<file path="src/rtl/ws2812b_pkg.sv">
// Shared WS2812B definitions: line timing common to the transmitter and the
// receiver, the receiver state encoding and the GRB word size.
package ws2812b_pkg;

    localparam int CYCLES_SHORT = 3;
    localparam int CYCLES_LONG  = 5;
    localparam int CYCLES_RET   = 450;

    localparam int RX_CYCLES_BIT_THRESHOLD = CYCLES_SHORT + 2;
    localparam int RX_CYCLES_RESET         = CYCLES_RET / 2;

    localparam int WORD_BITS = 24;

    typedef enum logic [1:0] {
        WAIT_GAP,
        IDLE,
        HIGH,
        LOW
    } rx_state_t;

endpackage

</file>
<file path="src/rtl/ws2812b_rx_sync.sv">
// Brings the asynchronous WS2812B line into the clk domain and derives
// single-cycle rise/fall strobes from the synchronized level.
module ws2812b_rx_sync (
    input  logic clk,
    input  logic resetn,
    input  logic i_data,
    output logic o_data_s,
    output logic o_rise,
    output logic o_fall
);

    logic r_meta;
    logic r_data_s;
    logic r_data_q;

    always_ff @(posedge clk) begin
        if (!resetn) begin
            r_meta   <= 1'b0;
            r_data_s <= 1'b0;
            r_data_q <= 1'b0;
        end else begin
            r_meta   <= i_data;
            r_data_s <= r_meta;
            r_data_q <= r_data_s;
        end
    end

    assign o_data_s = r_data_s;
    assign o_rise   = r_data_s & ~r_data_q;
    assign o_fall   = ~r_data_s & r_data_q;

endmodule

</file>
<file path="src/rtl/ws2812b_rx_module.sv">
// WS2812B receiver: decodes NRZ high-pulse widths into 24-bit GRB words and
// hands them out over valid/ready, flagging latch gaps and framing errors.
module ws2812b_rx_module
    import ws2812b_pkg::*;
#(
    parameter int CYCLES_BIT_THRESHOLD = RX_CYCLES_BIT_THRESHOLD,
    parameter int CYCLES_MAX_HIGH      = 32,
    parameter int CYCLES_RESET         = 200,
    parameter int CNT_WIDTH            = $clog2(CYCLES_RESET + 1)
) (
    input  logic                 clk,
    input  logic                 resetn,
    input  logic                 i_ws2812b_data,
    output logic [WORD_BITS-1:0] o_word_out,
    output logic                 o_word_valid,
    input  logic                 i_word_ready,
    output logic                 o_frame_end,
    output logic                 o_err_partial,
    output logic                 o_err_pulse,
    output logic                 o_overrun
);

    localparam int BN_WIDTH = $clog2(WORD_BITS);

    localparam logic [CNT_WIDTH-1:0] C_ONE      = CNT_WIDTH'(1);
    localparam logic [CNT_WIDTH-1:0] C_THRESH   = CNT_WIDTH'(CYCLES_BIT_THRESHOLD);
    localparam logic [CNT_WIDTH-1:0] C_MAX_HIGH = CNT_WIDTH'(CYCLES_MAX_HIGH);
    localparam logic [CNT_WIDTH-1:0] C_GAP_LAST = CNT_WIDTH'(CYCLES_RESET - 1);
    localparam logic [CNT_WIDTH-1:0] C_RESET    = CNT_WIDTH'(CYCLES_RESET);
    localparam logic [BN_WIDTH-1:0]  C_LAST_BIT = BN_WIDTH'(WORD_BITS - 1);

    logic w_data_s;
    logic w_rise;
    logic w_fall;
    logic w_bit;
    logic w_slot_free;
    logic [WORD_BITS-1:0] w_shreg_next;

    rx_state_t              r_state;
    logic [CNT_WIDTH-1:0]   r_counter;
    logic [BN_WIDTH-1:0]    r_bitnum;
    logic [WORD_BITS-1:0]   r_shreg;
    logic [WORD_BITS-1:0]   r_word_out;
    logic                   r_word_valid;
    logic                   r_frame_end;
    logic                   r_err_partial;
    logic                   r_err_pulse;
    logic                   r_overrun;

    ws2812b_rx_sync u_sync (
        .clk      (clk),
        .resetn   (resetn),
        .i_data   (i_ws2812b_data),
        .o_data_s (w_data_s),
        .o_rise   (w_rise),
        .o_fall   (w_fall)
    );

    assign w_bit        = (r_counter >= C_THRESH);
    assign w_shreg_next = {r_shreg[WORD_BITS-2:0], w_bit};
    // A finished word may be loaded when the slot is empty or drains this cycle.
    assign w_slot_free  = ~r_word_valid | i_word_ready;

    always_ff @(posedge clk) begin
        if (!resetn) begin
            r_state       <= WAIT_GAP;
            r_counter     <= '0;
            r_bitnum      <= '0;
            r_shreg       <= '0;
            r_word_out    <= '0;
            r_word_valid  <= 1'b0;
            r_frame_end   <= 1'b0;
            r_err_partial <= 1'b0;
            r_err_pulse   <= 1'b0;
            r_overrun     <= 1'b0;
        end else begin
            r_frame_end   <= 1'b0;
            r_err_partial <= 1'b0;
            r_err_pulse   <= 1'b0;
            r_overrun     <= 1'b0;

            if (r_word_valid && i_word_ready) begin
                r_word_valid <= 1'b0;
            end

            case (r_state)
                // Only arm the decoder after a full latch gap so a stream
                // joined mid-word is never decoded.
                WAIT_GAP: begin
                    if (w_data_s) begin
                        r_counter <= '0;
                    end else if (r_counter == C_GAP_LAST) begin
                        r_counter <= '0;
                        r_state   <= IDLE;
                    end else begin
                        r_counter <= r_counter + C_ONE;
                    end
                end

                IDLE: begin
                    if (w_rise) begin
                        r_counter <= C_ONE;
                        r_state   <= HIGH;
                    end
                end

                HIGH: begin
                    if (w_fall) begin
                        r_shreg   <= w_shreg_next;
                        r_counter <= C_ONE;
                        r_state   <= LOW;
                        if (r_bitnum == C_LAST_BIT) begin
                            r_bitnum <= '0;
                            if (w_slot_free) begin
                                r_word_out   <= w_shreg_next;
                                r_word_valid <= 1'b1;
                            end else begin
                                r_overrun <= 1'b1;
                            end
                        end else begin
                            r_bitnum <= r_bitnum + 1'b1;
                        end
                    end else if (r_counter > C_MAX_HIGH) begin
                        r_err_pulse <= 1'b1;
                        r_shreg     <= '0;
                        r_bitnum    <= '0;
                        r_counter   <= '0;
                        r_state     <= WAIT_GAP;
                    end else begin
                        r_counter <= r_counter + C_ONE;
                    end
                end

                LOW: begin
                    if (w_rise) begin
                        r_counter <= C_ONE;
                        r_state   <= HIGH;
                    end else if (r_counter == C_RESET) begin
                        r_frame_end <= 1'b1;
                        if (r_bitnum != '0) begin
                            r_err_partial <= 1'b1;
                            r_bitnum      <= '0;
                        end
                        r_counter <= '0;
                        r_state   <= IDLE;
                    end else begin
                        r_counter <= r_counter + C_ONE;
                    end
                end

                default: begin
                    r_counter <= '0;
                    r_state   <= WAIT_GAP;
                end
            endcase
        end
    end

    assign o_word_out    = r_word_out;
    assign o_word_valid  = r_word_valid;
    assign o_frame_end   = r_frame_end;
    assign o_err_partial = r_err_partial;
    assign o_err_pulse   = r_err_pulse;
    assign o_overrun     = r_overrun;

endmodule
</file>
<file path="config.mk">
export PLATFORM = sky130hd
export DESIGN_NAME = ws2812b_rx_module
export DESIGN_NICKNAME = d
export VERILOG_FILES = /design/src/rtl/ws2812b_pkg.sv /design/src/rtl/ws2812b_rx_sync.sv /design/src/rtl/ws2812b_rx_module.sv
export SDC_FILE = /design/constraint.sdc
export NUM_CORES = 1
export LEC_CHECK = 0
export ABC_AREA = 1
export ABC_CLOCK_PERIOD_IN_PS = 1800
export BUFFER_PORTS_ARGS = -buffer_cell sky130_fd_sc_hd__buf_4
export CAP_MARGIN = 0
export CORE_ASPECT_RATIO = 1.2
export CORE_MARGIN = 5
export CORE_UTILIZATION = 50
export CTS_BUF_LIST = sky130_fd_sc_hd__clkbuf_4 sky130_fd_sc_hd__clkbuf_8
export CTS_CLUSTER_SIZE = 10
export DETAILED_ROUTE_END_ITERATION = 12
export GPL_ROUTABILITY_DRIVEN = 0
export PLACE_DENSITY_LB_ADDON = 0.1
export SLEW_MARGIN = 20
export SYNTH_ARGS = -nofsm -noshare
export SYNTH_HDL_FRONTEND = slang
export SYNTH_SLANG_ARGS = --single-unit
export TNS_END_PERCENT = 10
</file>
<file path="constraint.sdc">
create_clock -name clk -period 1.8 [get_ports clk]
set_input_delay 0.54 -clock clk [delete_from_list [all_inputs] [get_ports clk]]
set_output_delay 0.54 -clock clk [all_outputs]
set_load 0.01 [all_outputs]
</file>
==> flow_summary.json <==
{
  "ios": 33,
  "die_x_um": 82,
  "grt_usage": 0.1747,
  "setup_tns_ps": 0,
  "comb_power_share": 0.080,
  "worstPathCellList": "inv_2, ha_1, inv_1, nor2_1, nand2_1, nand2_2, nand3_2, inv_1, nor2_2, nand2_1, nand2_1, nor2_1",
  "cts_hold_buf": 0,
  "slew_headroom": 0.7408,
  "first_pass_iters": 4,
  "finish.instance_area_um2": 3572,
  "hold_viol": 0,
  "fin_cells": 529,
  "cp.arrival_ps": 1830,
  "dpl_cell_area_um2": 3388,
  "syn_area_per_cell_um2": 7.550,
  "clk_latency_ps": 340,
  "nNetsFinal": 452,
  "ff2ff_setup_slack_ps": 200,
  "synth_compound_area_frac": 0.1219,
  "cts_post_setup_buffers_inserted": 0,
  "coreArea_um2": 6051,
  "synthCells": 412,
  "swShare": 0.2523,
  "cp.required_ps": 2020,
  "fillers": 592,
  "dp_cells": 514,
  "synth-xor-area-share": 0.008447,
  "drv_slew": 0,
  "drive_gt1_frac": 0.2103,
  "crit_type": "reg -> reg",
  "clockBufferDepth": 2,
  "crit_fanout": 6,
  "grt_pass1_vias": 2474,
  "p_clk_frac": 0.380,
  "status": "finished clean",
  "r2r_start": "r_counter[0]",
  "multi_input_area_um2": 1454,
  "p_leak_nw": 1.622,
  "period_minus_slack_ps": 1603,
  "die_h_um": 96.40,
  "critical_path.startpoint_type": "flip-flop",
  "reg2reg_to": "r_bitnum[1]",
  "numPortBuffers": 32,
  "grt_pass1_wl_mm": 10.69,
  "clk_pin_slew_ps": 70,
  "synthAdderAreaFrac": 0.02011,
  "async_reset_ff_frac": 0,
  "yosysSeqAreaShare": 0.4505,
  "cts_buffers": 9,
  "synth_top_family_by_area": "simple AND/OR/NAND/NOR gates",
  "peakVddDrop_v": 0.0004440,
  "diodes": 0,
  "max_stage_delay_ps": 390,
  "cts_root_buf": "clkbuf_8",
  "ff_latch_area_um2": 1401,
  "cpMaxStageDelayCell": "dfxtp_1",
  "viasPerCell": 4.921,
  "cts_tree": "yes",
  "cp_common_cell": "nand2_1",
  "muxShareOfSynthArea": 0,
  "setup.worst_path.end_class": "flip-flop",
  "rsz0062_at_grt": "false",
  "antenna_found_initial": 0,
  "p_sw_w": 0.0007473,
  "drt_iter0_drc": 86,
  "syn-num-nets": 421,
  "drt-wirelength-per-cell_um": 11.83,
  "cp-startpoint": "r_counter[0]",
  "drt-total-wl_mm": 6.260,
  "yosys_warnings": 0,
  "ff2ff_path_depth": 12,
  "area_growth_pct": 14.84,
  "rows": 31,
  "synthSimpleGateAreaFrac": 0.3138,
  "place_hpwl_mm": 4.219,
  "grt_max_degree": 34,
  "power.share.sequential": 0.540,
  "initial_utilization": 0.5141,
  "p_int_w": 0.002215,
  "max_freq_mhz": 623.8,
  "synth_seq_cells": 70,
  "yosys.area.top_type_share": 0.4505,
  "vias": 2603,
  "htreeDepth": 3,
  "synth_common_cells": "nand2_1, nor2_1, dfxtp_1, inv_1, o21ai_0",
  "yosysMostFrequentCell": "nand2_1",
  "ant_nets": 0,
  "max_cap_viol_count": 0,
  "syn_area_um2": 3110,
  "cts.sinks": 70,
  "synth_cell_types": 28,
  "min_path_type": "in -> reg",
  "setup_viol": 0,
  "fin_worst_skew_ps": 5.288,
  "yosys-top-cells-area": "dfxtp_1, nand2_1, nor2_1",
  "yosys.area.top_type": "dfxtp_1",
  "cts_resized": 0,
  "gr-total-overflow": 0,
  "p_per_area_nw_per_um2": 829.2,
  "endpoint": "r_bitnum[1]",
  "tightest_slew_ps": 387.3,
  "drc": 0,
  "synth-edff-count": 0,
  "die-area_um2": 7905,
  "synthFlopType": "dfxtp_1",
  "post-route-period-util": 0.8907
}
-- cells in the final DEF (no fill, tap or decap), types with 4 or more instances in the layout --
cell / instances
nand4_1: 9
nand2_1: 88
buf_4: 35
nor3_1: 4
nor2_1: 73
nand2_2: 15
a21oi_1: 23
inv_1: 32
dfxtp_1: 70
a21oi_2: 10
nor2_2: 4
o21ai_0: 27
nand3_1: 13
ha_1: 4
clkbuf_8: 11
-- through the flow --
stage | setup WS, ps | power (W) | utilization | hold slack (ps)
after floorplan | 336.3 | 0.001811 | - | 390.5
after global placement | 185.3 | 0.001863 | 0.5600 | 417.3
after detailed placement | 151.6 | 0.001865 | 0.5600 | 411.0
after CTS | 123.4 | 0.002990 | 0.5887 | 372.5
after global routing | 13.23 | 0.003093 | 0.5904 | 375.2
final | 196.8 | 0.002962 | 0.5904 | 381.4
-- cell families after synthesis --
logic type / after synthesis
buffers and inverters: 53
XOR/XNOR: 3
flip-flops: 70
AO/OA/AOI/OAI: 65
AND/OR/NAND/NOR: 216
adder cells (fa/ha/maj): 5
-- sequential cells by signal, indices dropped and copies added (netlist names) --
register         cells
o_word_out          24
r_shreg             23
r_counter            8
r_bitnum             5
r_state              2
o_err_partial        1
o_err_pulse          1
o_frame_end          1
o_overrun            1
o_word_valid         1
u_sync.o_data_s      1
u_sync.r_data_q      1
u_sync.r_meta        1
-- how the worst min path moves through the flow --
stage,depth (start not counted),slack (ps),from,endpoint
2_1_floorplan,2,390,u_sync.r_meta,u_sync.o_data_s
3_3_place_gp,2,420,u_sync.r_meta,u_sync.o_data_s
3_5_place_dp,2,410,u_sync.r_meta,u_sync.o_data_s
4_1_cts,3,370,i_ws2812b_data,u_sync.r_meta
5_1_grt,3,380,i_ws2812b_data,u_sync.r_meta
6_report,3,380,i_ws2812b_data,u_sync.r_meta
-- area by class of cell --
cell class | instances | share of cell area
Multi-Input combinational cell | 289 | 0.4070
Tap cell | 82 | 0.02872
Timing Repair Buffer | 37 | 0.08476
Clock inverter | 4 | 0.006305
Clock buffer | 11 | 0.04238
Inverter | 36 | 0.03853
Sequential cell | 70 | 0.3923
-- metal layers --
layer  GRT usage  vias to the layer above  routed length [um]
met3     0.03989                        9                 166
met5           0                        -                   0
met1      0.2044                     1201                2866
met4     0.07895                        0                 107
li1            -                     1364                   -
met2      0.3012                       29                3120
-- critical path: cells and delay by family, from the launching register on --
family	cells	cell delay (ps)
fa+ha+maj	1	210
flops	1	390
buf+inv	3	210
simple gates	8	670
-- power by group through the flow --
stage	clock, W	combinational (W)	sequential (W)
floorplan	0	0.000187	0.00162
global placement	0	0.000231	0.00163
detailed placement	0	0.000233	0.00163
CTS	0.00116	0.000234	0.00160
global route	0.00122	0.000270	0.00160
finish	0.00113	0.000237	0.00160
No activity file was read; power rests on OpenSTA's default activity.
